[src/rtl/sar_search_pkg.sv]
// sar_pkg: shared types for the successive-approximation search.
// State encoding and the {agb,alb,aeb} flag-vector constants.
package sar_pkg;

  typedef enum logic [1:0] {
    IDLE,
    WAIT,
    FIN
  } state_t;

  localparam int SAR_WIDTH = 8;
  localparam int IDX_W = $clog2(SAR_WIDTH);

  typedef logic [2:0] flags_t;

  localparam flags_t GT = 3'b100;
  localparam flags_t LT = 3'b010;
  localparam flags_t EQ = 3'b001;

endpackage

[src/rtl/sar_search.sv]
// sar_search: MSB-first successive-approximation initiator.
// Proposes trials to a comparator and folds gt/lt/eq into a result.
import sar_pkg::*;

module sar_search #(
  parameter int WIDTH = 8
) (
  input  logic             clk,
  input  logic             rst,
  input  logic             start,
  output logic [WIDTH-1:0] trial,
  output logic             cmp_req,
  input  logic             cmp_valid,
  input  logic             agb,
  input  logic             alb,
  input  logic             aeb,
  output logic             busy,
  output logic             done,
  output logic [WIDTH-1:0] result,
  output logic             found,
  output logic             err
);

  localparam int IW = $clog2(WIDTH);

  state_t           state;
  logic [IW-1:0]    idx;
  flags_t           flags;
  logic [WIDTH-1:0] bitm;
  logic [WIDTH-1:0] tkeep;
  logic             accept;

  // Resolve the bit under test: clear it on lt, keep it otherwise
  always_comb begin
    flags  = {agb, alb, aeb};
    bitm   = WIDTH'(1) << idx;
    tkeep  = (flags == LT) ? (trial & ~bitm) : trial;
    accept = cmp_valid && !cmp_req;
  end

  // Search FSM with registered handshake and result outputs
  always_ff @(posedge clk) begin
    if (rst) begin
      state   <= IDLE;
      idx     <= '0;
      trial   <= '0;
      cmp_req <= 1'b0;
      busy    <= 1'b0;
      done    <= 1'b0;
      result  <= '0;
      found   <= 1'b0;
      err     <= 1'b0;
    end else begin
      cmp_req <= 1'b0;
      done    <= 1'b0;
      unique case (state)
        IDLE: begin
          if (start) begin
            trial   <= WIDTH'(1) << (WIDTH - 1);
            idx     <= IW'(WIDTH - 1);
            cmp_req <= 1'b1;
            busy    <= 1'b1;
            found   <= 1'b0;
            err     <= 1'b0;
            state   <= WAIT;
          end
        end
        WAIT: begin
          if (accept) begin
            unique case (flags)
              EQ: begin
                found  <= 1'b1;
                result <= trial;
                busy   <= 1'b0;
                done   <= 1'b1;
                state  <= FIN;
              end
              GT, LT: begin
                if (idx == '0) begin
                  result <= tkeep;
                  busy   <= 1'b0;
                  done   <= 1'b1;
                  state  <= FIN;
                end else begin
                  trial   <= tkeep | (bitm >> 1);
                  idx     <= idx - 1'b1;
                  cmp_req <= 1'b1;
                end
              end
              default: begin
                err    <= 1'b1;
                result <= trial;
                busy   <= 1'b0;
                done   <= 1'b1;
                state  <= FIN;
              end
            endcase
          end
        end
        FIN: begin
          state <= IDLE;
        end
        default: begin
          state <= IDLE;
        end
      endcase
    end
  end

endmodule
[config.mk]
export PLATFORM = sky130hd
export DESIGN_NAME = sar_search
export DESIGN_NICKNAME = d
export VERILOG_FILES = /design/src/rtl/sar_search_pkg.sv /design/src/rtl/sar_search.sv
export SDC_FILE = /design/constraint.sdc
export NUM_CORES = 1
export LEC_CHECK = 0
export CAP_MARGIN = 40
export CORE_UTILIZATION = 53
export DETAILED_ROUTE_END_ITERATION = 6
export MAX_ROUTING_LAYER = met4
export PLACE_DENSITY = 0.83
export SLEW_MARGIN = 20
export SYNTH_ARGS = -nofsm -noshare
export SYNTH_HDL_FRONTEND = slang
export SYNTH_SLANG_ARGS = --single-unit
[constraint.sdc]
create_clock -name clk -period 4.5 [get_ports clk]
set_clock_uncertainty 0.05 [all_clocks]
set_input_delay 1.125 -clock clk [delete_from_list [all_inputs] [get_ports clk]]
set_output_delay 1.125 -clock clk [all_outputs]
set_load 0.01 [all_outputs]
After elaboration in Yosys (flattened, before gate mapping)
Index checks and enable logic that the tools add are counted.
- shift-type cells: 1
- reduce and logical (&&, ||, !) cells: 14
- multiplexer cells: 37
- bitwise gates (word level): 5
- add/sub/neg operators: 1
- eq/ne operators: 12
- multipliers: 0
- order comparisons: 0
- divide/modulo/power cells: 0
- operators with widths (operator ; count):
    $mux W8 ; 7
    $pmux W8 S2 ; 1
    $mux W1 ; 15
    $mux W3 ; 4
    $ne A2 B2 Y1 const B ; 6
    $reduce_and A4 Y1 ; 3
    $and A8 B8 Y8 ; 1
    $mux W2 ; 4
    $not A8 Y8 ; 1
    $or A8 B7 Y8 ; 1
    $pmux W1 S2 ; 4
    $shl A1 B3 Y8 const A ; 1
    $pmux W3 S2 ; 1
    $reduce_and A3 Y1 ; 2
    $reduce_or A3 Y1 ; 2
    $reduce_and A5 Y1 ; 1
    $pmux W2 S2 ; 1
    $eq A3 B1 Y1 const B ; 1
    $eq A3 B2 Y1 const B ; 1
    $eq A3 B3 Y1 const B ; 1
    $logic_not A3 Y1 ; 1
    $ne A3 B3 Y1 const B ; 1
    $sub A3 B1 Y3 const B ; 1
    $eq A2 B1 Y1 const B ; 1
    7 further kinds ; 8
- bits in registers: 26
- input bits: 7
- memory bits (writable): 0
- bits in read-only memories: 0
- latch bits: 0
- word-level logic and storage cells: 79
- memories: 0
- output and inout bits: 21

Depth between registers and ports, before layout
- depth in word-level cells: 9
- depth in mapped cells: 7
- gate-level depth less buffers: 6

Worst setup path before layout
OpenSTA, ideal clock, no wires.
- path kind: input port to flip-flop
- start: input port aeb
- end: register trial[3]
- data required time: 4334 ps
- buffers on the path: 1
- path slack: 2065 ps
- stages on the path: 5
- setup time: 116 ps
- arrival time: 2269 ps
- path through: clkbuf_1 > nor4b_1 > a21boi_0 > a21o_1 > a31o_2
- longest elaborated chain between the ends: 7
- ends and longest elaborated chain (item ; RTL line ; text):
    start: declaration ; sar_search.sv:16 ; input logic aeb,
    $eq A3 B2 Y1 ; sar_search.sv:37, sar_search.sv:70 ;
    $mux W8 ; sar_search.sv:37 ; tkeep = (flags == LT) ? (trial & ~bitm) : trial;
    $or A8 B7 Y8 ; sar_search.sv:85 ; trial <= tkeep | (bitm >> 1);
    $mux W8 ; sar_search.sv:79 ; if (idx == '0) begin
    $mux W8 ; sar_search.sv:70 ; unique case (flags)
    $mux W8 ; sar_search.sv:69 ; if (accept) begin
    $pmux W8 S2 ; sar_search.sv:56 ; unique case (state)
    end signal: assignment ; sar_search.sv:59 ; trial <= WIDTH'(1) << (WIDTH - 1);
    end signal: assignment ; sar_search.sv:85 ;
    end: declaration ; sar_search.sv:11 ; output logic [WIDTH-1:0] trial,
Several ways; a longest one is shown, not always the timed one. The select of a mux whose other input is x is not followed.
A chain may end at the register's enable or synchronous reset.

Final worst setup path
Ends and elaborated chain as after synthesis.

==> results by group <==
Outcome
  – Status: complete, no violations

Routing
  – Drt pass-1 iters: 4
  – DRC Markers: 0
  – Vias: around 1100
  – Routed WL per cell: approximately 15 µm
  – Final antenna-violating net count: 0
  – Vias per std cell: 5.69
  – Post-Route WL: 2780 µm
  – Initial DRC count: 20

Timing
  – Setup TNS: 0 ns
  – Setup ws final: 1.76 ns
  – Slew Viols, Final: 0
  – Period Utilization, post-route: about three fifths
  – Worst-margin pin slew: approximately 0.64 ns
  – Final min period: around 2.7 ns
  – F_max: about 0.37 GHz
  – Final hold viol count: 0
  – RSZ-0062 raised after global routing: false
  – # setup viols final: 0
  – Slew HR: 57.1%
  – Hold slack: 0.411 ns

Setup path
  – Worst path arrival time: 2.92 ns
  – Critical path fanouts, max: 9
  – CP Launch Type: primary input
  – Critical path class: primary input to flip-flop
  – CP Cell Sequence: clkdlybuf4s50_1, nor4b_1, a21boi_0, a21o_1, a31o_2
  – Crit path required time: 4.69 ns
  – CP top delay family: compound AO/OA/AOI/OAI gates
  – CP peak stage delay: between 0.6 and 0.7 ns
  – Slowest-stage cell, CP: clkdlybuf4s50_1
  – Critical Path Sink Type: flip-flop
  – Worst path bufs/invs: 1

Finish
  – Diodes inserted: 0
  – Design Area, Final: between 0.0015 and 0.002 mm²
  – Layout cell share with drive strength beyond 1: between 10% and 20%
  – Post-Route Utilization: 72.7%
  – Area Overhead vs Synth: 27.1%
  – Nets: approximately 170

Power and ir drop
  – Pleak: ~0.66 nW
  – Int Power: about 0.00037 W
  – Clock Power Share: between 30% and 40%
  – Combinational Power Share: between 15 and 20%
  – VDD IR max: ~0.27 mV
  – Sequential share of power: 50.6%
  – Sw frac: around a quarter
  – PD cells: 303 mW/mm²
  – P_sw: approximately 0.00013 W

Placement
  – Post-DP Area: 0.00156 mm²
  – Pre-CTS WS: 1.19 ns
  – DP HPWL: 1910 µm
  – Port Buffers: 27
  – Routability cong.: just over 0.8

Synthesis
  – Post-synth ARST share: 0%
  – Register area share after synthesis: between 40 and 50%
  – Post-Synthesis Cells: between 100 and 150
  – EDFF count, synth: 0
  – Prevailing post-synth register cell: dfxtp_1
  – Area contributors post-synth: dfxtp_1, mux2i_1, ha_1
  – Count leader, synth: dfxtp_1
  – Synth Warn #: 0
  – Yosys top cell area share: about 41%
  – Top cells by instance count after synthesis: dfxtp_1, nor2_1, a21boi_0, mux2i_1, nor3b_1
  – Cell variety after synth: 39
  – Mapped Avg Cell Area: roughly 9.7 µm²
  – #FFs+latches synth: 26
  – Synth area leader: dfxtp_1
  – Post-synthesis cell area: between 0.001 and 0.0015 mm²
  – Syn_nets: roughly 140

Flow run
  – Max Cap Viol: 0

Hold path
  – Min-Delay Path Class: flip-flop to flip-flop

Clocking
  – Clock Tree Buf Depth: 2
  – H-tree levels: 1
  – CTS tree: yes
  – Worst-path clk slew: roughly 0.15 ns
  – Hold_buf cts: 0
  – Number of CTS-inserted buffers: 3
  – Cts repair resizes: 0
  – CTS root buf: clkbuf_4
  – Insertion delay to the later sink of the worst-skew pair: 0.32 ns
  – Clock sink count: 26
  – Postcts setup bufs: 0

GRT
  – Vias in the first global route: roughly 1100
  – First-pass GRT wire length: about 4800 µm
  – Largest net degree at the start of global routing: 28
  – GR Overflow Total: 0
  – Initial antenna violation count: 0
  – Total Routing Usage GR: 25.1%

Floorplanning
  – Die Y: about 50 µm
  – I/O pins: 28
  – Row Count: 17
  – Die footprint: 0.00261 mm²
  – DIE WIDTH: around 51 µm
  – Core area: roughly 0.0022 mm²
  – Initial Utilization: a little under three fifths
area by class of cell:
cell class | instances | area [µm²]
clock buffers | 3 | 22.5
clock inverters | 1 | 30.0
fillers | 185 | 609
inverters | 5 | 18.8
multi-input cells | 94 | 704
flip-flops and latches | 26 | 520
well taps | 28 | 35.0
repair buffers | 30 | 293
worst register-to-register path, delay by kind of cell, from the launching register on:
kind / cells / cell delay, ns
AND/OR/NAND/NOR: 2 / 0.28
AO/OA/AOI/OAI: 2 / 0.58
buffers and inverters: 2 / 0.39
flip-flops: 1 / 0.44
adder cells (fa/ha/maj): 1 / 0.26
through the flow:
stage                     power [W]  instances
after detailed placement   0.000332        182
after CTS                  0.000491        186
after global routing       0.000515        187
after global placement     0.000330        182
final                      0.000492        187
after floorplan            0.000305        132
cell usage in the layout, fill, tap and decap left out, types with 2 or more instances in the layout:
master and count:
nor3b_1 7, dfxtp_1 26, a21boi_0 7, nand2b_1 4, a21o_1 4, clkdlybuf4s50_1 27
o21ai_0 6, nor2b_1 4, clkbuf_4 3, ha_1 5, o211ai_1 4, a21oi_1 5
inv_1 5, a31o_2 4, buf_4 3, nor2_1 13, a211oi_1 2, mux2i_1 7
nand2_1 3
metal layers:
metal	track usage (%)	wire (µm)	vias to the layer above
met5	-	0	-
met4	8.33	34	0
met3	2.68	68	5
met2	42.3	1350	23
met1	31.2	1330	508
li1	-	-	528
cell families (layout without fill, tap and decap cells):
| logic type | after synthesis | after routing | share of synthesized area (%) |
|---|---|---|---|
| AOI/OAI and AO/OA | 38 | 38 | 22.5 |
| xor gates and xnor gates | 2 | 2 | 1.37 |
| adders and majority gates | 5 | 5 | 4.90 |
| buffers and inverters | 12 | 39 | 4.50 |
| DFF | 26 | 26 | 40.7 |
| muxes | 8 | 8 | 6.37 |
| and+or+nand+nor | 41 | 41 | 19.6 |
path summary, 6_finish.rpt:
kind / slack [ns] / end / cells after the start / from
max: 1.76 / trial[3] / 5 / aeb
min: 0.41 / result[7] / 2 / result[7]
min reg2reg: 0.41 / result[7] / 2 / result[7]
max reg2reg: 2.41 / trial[3] / 7 / idx[0]
power by group through the flow:
stage | Sequential, W | Combinational (W) | Clock (W)
2_1_floorplan | 0.000252 | 0.0000531 | 0
3_3_place_gp | 0.000254 | 0.0000762 | 0
3_5_place_dp | 0.000254 | 0.0000776 | 0
4_1_cts | 0.000249 | 0.0000788 | 0.000163
5_1_grt | 0.000251 | 0.0000878 | 0.000176
6_report | 0.000249 | 0.0000802 | 0.000163
sequential cells by signal, summed over array words and instances (netlist names), 2 cells and up:
| name | flops |
|---|---|
| idx | 3 |
| state | 2 |
| result | 8 |
| trial | 8 |
Note: power is estimated with default switching activity, not from simulation.
